File: src/rtl/seq_ctrl_pkg.sv
// Shared state encoding and default sizing for the serial pattern detector.
package seq_ctrl_pkg;

    localparam int PAT_W_DEF = 8;
    localparam int CNT_W_DEF = 8;
    localparam int LEN_W_DEF = 4;

    typedef enum logic [1:0] {
        IDLE = 2'd0,
        RUN  = 2'd1,
        DONE = 2'd2
    } state_t;

endpackage

File: src/rtl/seq_match_core.sv
// Serial history shift register, fill counter and length-masked pattern compare.
module seq_match_core
    import seq_ctrl_pkg::*;
#(
    parameter int PAT_W = PAT_W_DEF,
    parameter int LEN_W = LEN_W_DEF
) (
    input  logic             clk,
    input  logic             rst,
    input  logic             clr,
    input  logic             accept,
    input  logic             bit_in,
    input  logic [PAT_W-1:0] pattern,
    input  logic [LEN_W-1:0] len,
    input  logic             overlap,
    output logic             hit
);

    logic [PAT_W-1:0] hist, hist_nxt, mask;
    logic [LEN_W-1:0] fill, fill_nxt;

    always_comb begin
        hist_nxt = (hist << 1) | PAT_W'(bit_in);
        fill_nxt = (fill >= len) ? len : fill + LEN_W'(1);
        mask     = '0;
        for (int i = 0; i < PAT_W; i++)
            mask[i] = (LEN_W'(i) < len);
        hit = accept && (fill_nxt == len) && ((hist_nxt & mask) == (pattern & mask));
    end

    always_ff @(posedge clk or negedge rst) begin
        if (!rst) begin
            hist <= '0;
            fill <= '0;
        end else if (clr) begin
            hist <= '0;
            fill <= '0;
        end else if (accept) begin
            hist <= hist_nxt;
            // non-overlapping mode restarts the window after every match
            fill <= (hit && !overlap) ? '0 : fill_nxt;
        end
    end

endmodule

File: src/rtl/seq_detect_ctrl.sv
// Run controller for the serial pattern detector: config latch, FSM, match counter.
module seq_detect_ctrl
    import seq_ctrl_pkg::*;
#(
    parameter int PAT_W = PAT_W_DEF,
    parameter int CNT_W = CNT_W_DEF,
    parameter int LEN_W = LEN_W_DEF
) (
    input  logic             clk,
    input  logic             rst,
    input  logic             cfg_we,
    input  logic [PAT_W-1:0] cfg_pattern,
    input  logic [LEN_W-1:0] cfg_len,
    input  logic             cfg_overlap,
    input  logic [CNT_W-1:0] cfg_max,
    input  logic             start,
    input  logic             abort,
    input  logic             in_valid,
    input  logic             in_bit,
    output logic             in_ready,
    output logic             match,
    output logic [CNT_W-1:0] match_cnt,
    output logic             busy,
    output logic             done,
    output logic             err
);

    state_t           state;
    logic [PAT_W-1:0] pat_q;
    logic [LEN_W-1:0] len_q;
    logic             ovl_q;
    logic [CNT_W-1:0] max_q;
    logic             len_ok, accept, clr, hit;
    logic [CNT_W-1:0] cnt_nxt;

    assign len_ok   = (len_q != '0) && (len_q <= LEN_W'(PAT_W));
    assign in_ready = (state == RUN) && !abort;
    assign accept   = in_valid && in_ready;
    assign clr      = (state == IDLE) && start && len_ok;
    assign cnt_nxt  = (match_cnt == '1) ? match_cnt : match_cnt + CNT_W'(1);
    assign busy     = (state == RUN);
    assign done     = (state == DONE);

    seq_match_core #(.PAT_W(PAT_W), .LEN_W(LEN_W)) u_core (
        .clk     (clk),
        .rst     (rst),
        .clr     (clr),
        .accept  (accept),
        .bit_in  (in_bit),
        .pattern (pat_q),
        .len     (len_q),
        .overlap (ovl_q),
        .hit     (hit)
    );

    always_ff @(posedge clk or negedge rst) begin
        if (!rst) begin
            state     <= IDLE;
            pat_q     <= '0;
            len_q     <= '0;
            ovl_q     <= 1'b0;
            max_q     <= '0;
            match_cnt <= '0;
            match     <= 1'b0;
            err       <= 1'b0;
        end else begin
            match <= 1'b0;
            err   <= 1'b0;
            case (state)
                IDLE: begin
                    if (cfg_we) begin
                        pat_q <= cfg_pattern;
                        len_q <= cfg_len;
                        ovl_q <= cfg_overlap;
                        max_q <= cfg_max;
                    end
                    // start checks the already-latched length, not a same-cycle write
                    if (start) begin
                        if (len_ok) begin
                            match_cnt <= '0;
                            state     <= RUN;
                        end else begin
                            err <= 1'b1;
                        end
                    end
                end
                RUN: begin
                    if (abort) begin
                        state <= IDLE;
                    end else if (hit) begin
                        match     <= 1'b1;
                        match_cnt <= cnt_nxt;
                        if ((max_q != '0) && (cnt_nxt == max_q))
                            state <= DONE;
                    end
                end
                DONE:    state <= IDLE;
                default: state <= IDLE;
            endcase
        end
    end

endmodule

File: config.mk
export PLATFORM = sky130hd
export DESIGN_NAME = seq_detect_ctrl
export DESIGN_NICKNAME = d
export VERILOG_FILES = /design/src/rtl/seq_ctrl_pkg.sv /design/src/rtl/seq_match_core.sv /design/src/rtl/seq_detect_ctrl.sv
export SDC_FILE = /design/constraint.sdc
export NUM_CORES = 1
export LEC_CHECK = 0
export BUFFER_PORTS_ARGS = -buffer_cell sky130_fd_sc_hd__buf_2
export CAP_MARGIN = 20
export CORE_MARGIN = 8
export CORE_UTILIZATION = 50
export CTS_CLUSTER_DIAMETER = 30
export DETAILED_ROUTE_END_ITERATION = 10
export PLACE_DENSITY = 0.85
export SETUP_SLACK_MARGIN = 0.3
export SYNTH_ARGS = -nofsm -noshare
export SYNTH_HDL_FRONTEND = slang
export SYNTH_SLANG_ARGS = --single-unit
export TNS_END_PERCENT = 30
File: constraint.sdc
create_clock -name clk -period 2.5 [get_ports clk]
set_clock_uncertainty 0.15 [all_clocks]
set_input_delay 0.375 -clock clk [delete_from_list [all_inputs] [get_ports clk]]
set_output_delay 0.375 -clock clk [all_outputs]
set_load 0.05 [all_outputs]
==> impl_metrics.tcl <==
set metrics [dict create \
    design_area_sq_um 3340 \
    finalSetupViolations 0 \
    die_w_um 88.6 \
    overflow 0 \
    cts_buffer_depth 2 \
    crit_path_top_delay_cell "or4_1" \
    worstSetupPathType "register to register" \
    layout_common_cells "40 x buf_2, 31 x dfrtp_1, 28 x nand2_1, 28 x buf_4, 20 x nand3_1" \
    start_kind "register" \
    globalRouteMet3Util 0.0464 \
    antennaDiodeCount 0 \
    antenna_found_initial 0 \
    ys_warn_count 0 \
    p_leak_nw 1.49 \
    crit_path_end_kind "register" \
    ant_nets 0 \
    grt_pass1_vias 2219 \
    dr.pass1.iters 7 \
    avgSynthCellArea_sq_um 9.58 \
    finalSetupTns_ns 0 \
    area_growth_pct 26.6 \
    crit_family "simple AND/OR/NAND/NOR gates" \
    vias_per_cell 6.47 \
    drv_slew 0 \
    clk_latency_ns 0.30 \
    power_density_nw_per_um2 1150 \
    worstPathArrival_ns 2.42 \
    cts_buffers 5 \
    setup_slack_ns 0.175 \
    ys_async_sr_fraction 1.00 \
    crit_buf_inv 0 \
    dp_hpwl_um 4870 \
    grt_pass1_wl_um 10900 \
    final_util 0.653 \
    cts_max_level 2 \
    fin_crit_ns 2.33 \
    nets 373 \
    grt_max_degree 26 \
    relSlewSlack 0.677 \
    wl_um 7770 \
    hold_viol 0 \
    vdd_drop_max_mv 0.551 \
    gr-max-usage-layer "met2" \
    syn_nets 309 \
    port_buffers 40 \
    drc_errors 0 \
    netlist_area_sq_um 2640 \
    ys_ff_latch 44 \
    holdCritPathClass "input pin to register" \
    path_clk_slew_ns 0.09 \
    drive_gt1_frac 0.394 \
    fmax_ghz 0.430 \
    netlist_instances 275 \
    required_ns 2.59 \
    cp_cell_sequence "xor2_1 -> nor4b_4 -> o311ai_2 -> and2_4 -> or4_1 -> nand3_1" \
    avgRoutedWirePerCell_um 18.9 \
    dp_slack_ns 0.123 \
    slowest_delay_ns 0.50 \
    worstMarginPinSlew_ns 0.479 \
    vias 2652 \
    rsz0062_at_grt "true" \
    ctsRootBufferMaster "clkbuf_8" \
    gp_congestion 0.953 \
    finalCritPeriodShare 0.930 \
    clock_sinks 44 \
    outcome "complete, no violations" \
    power_mw 3.83 \
    dpl_cell_area_sq_um 2970 \
    maxCapViolations 0 \
    fillers 383 \
    die_h_um 88.6 \
    final_common_cell "buf_2" \
    rows 26 \
    fp.coreArea_sq_um 5110 \
    synth-seq-area-share 0.418 \
    die_area_sq_um 7850 \
    critical_path_peak_fanout 8 \
    synth-edff-count 0 \
    synthFlopType "dfrtp_1" \
    drt_iter0_markers 443 \
    io_pins 41 \
    synth_cell_types 53 \
    start_util 0.516 \
    grt.met2_usage 0.266 \
    track_usage 0.178 \
    grt_util_met1 0.231 \
    cts_tree "done" \
]
report_power, final:
group / leakage (nW) / internal, mW / switching (mW)
sequential: 0.542 / 0.942 / 0.307
combinational: 0.887 / 0.855 / 1.12
clock: 0.0645 / 0.353 / 0.251
sequential cells by signal (all words and copies together) (netlist names):
name and count:
err 1, max_q 8, match_cnt 8, pat_q 8, state 2, u_core.hist 7, u_core.fill 4, match 1
len_q 4, ovl_q 1
through the flow:
step                      instances  hold slack, ns
final                           410           0.121
after global routing            410           0.140
after CTS                       391           0.120
after detailed placement        381           0.140
after global placement          381           0.139
after floorplan                 275         -0.0706
tightest hold or removal path, delay by kind of cell:
kind | cells | cell delay, ns
buffers and inverters | 1 | 0.07
AO/OA/AOI/OAI | 1 | 0.06
AND/OR/NAND/NOR | 1 | 0.04
per-layer routing:
layer / part of all wire / vias up
met2: 0.45 / 220
met3: 0.11 / 35
met1: 0.40 / 1266
met5: 0 / -
li1: - / 1131
met4: 0.035 / 0
final timing paths:
check	startpoint	end	slack, ns	cells past startpoint
setup / recovery	len_q[3]$_DFFE_PN0P_	match_cnt[5]$_DFFE_PN0P_	0.17	6
hold / removal	cfg_len[2]	len_q[2]$_DFFE_PN0P_	0.12	3
setup reg to reg	len_q[3]$_DFFE_PN0P_	match_cnt[5]$_DFFE_PN0P_	0.17	6
hold reg to reg	u_core.hist[0]$_DFFE_PN0P_	u_core.hist[1]$_DFFE_PN0P_	0.38	2
max in group asynchronous	rst	match_cnt[6]$_DFFE_PN0P_	1.29	3
min in group asynchronous	rst	len_q[0]$_DFFE_PN0P_	0.34	2
kinds of logic (layout without fill, tap and decap cells):
| group | count (synthesis) | in the layout | share of synthesized area |
|---|---|---|---|
| buffers and inverters | 20 | 85 | 0.0328 |
| xor gates and xnor gates | 17 | 17 | 0.0565 |
| adders and majority gates | 7 | 7 | 0.0323 |
| muxes | 21 | 21 | 0.0878 |
| DFF | 44 | 44 | 0.418 |
| AOI/OAI and AO/OA | 59 | 59 | 0.157 |
| and+or+nand+nor | 107 | 107 | 0.216 |
layout make-up:
type | instances | area [sq um] | area share
inverters | 7 | 26.3 | 0.00788
clock buffers | 7 | 96.3 | 0.0289
clock inverters | 1 | 30.0 | 0.00900
flip-flops and latches | 44 | 1120 | 0.335
well taps | 70 | 87.6 | 0.0263
repair buffers | 70 | 425 | 0.128
multi-input cells | 211 | 1550 | 0.465
what timing repair did:
action | in CTS | in global routing
buffers inserted | 1 | 19
pin swaps | 1 | 8
setup endpoints to repair | 12 | 16
resized for setup | 2 | 20
hold buffers | 1 | 0
hold endpoints to repair | 13 | 0
Yosys cell counts (all sizes together), types with 7 or more instances:
| cell type | n | area (sq um) |
|---|---|---|
| nand2 | 30 | 115 |
| nor2 | 17 | 63.8 |
| nand3 | 20 | 100 |
| mux2 | 17 | 191 |
| a31oi | 7 | 43.8 |
| dfrtp | 44 | 1100 |
| inv | 7 | 26.3 |
| xnor2 | 12 | 105 |
| buf | 7 | 37.5 |
| nor3 | 7 | 35.0 |
| o21ai | 9 | 45.0 |
| a21oi | 14 | 70.1 |
Power figures use the tool's default switching activity.
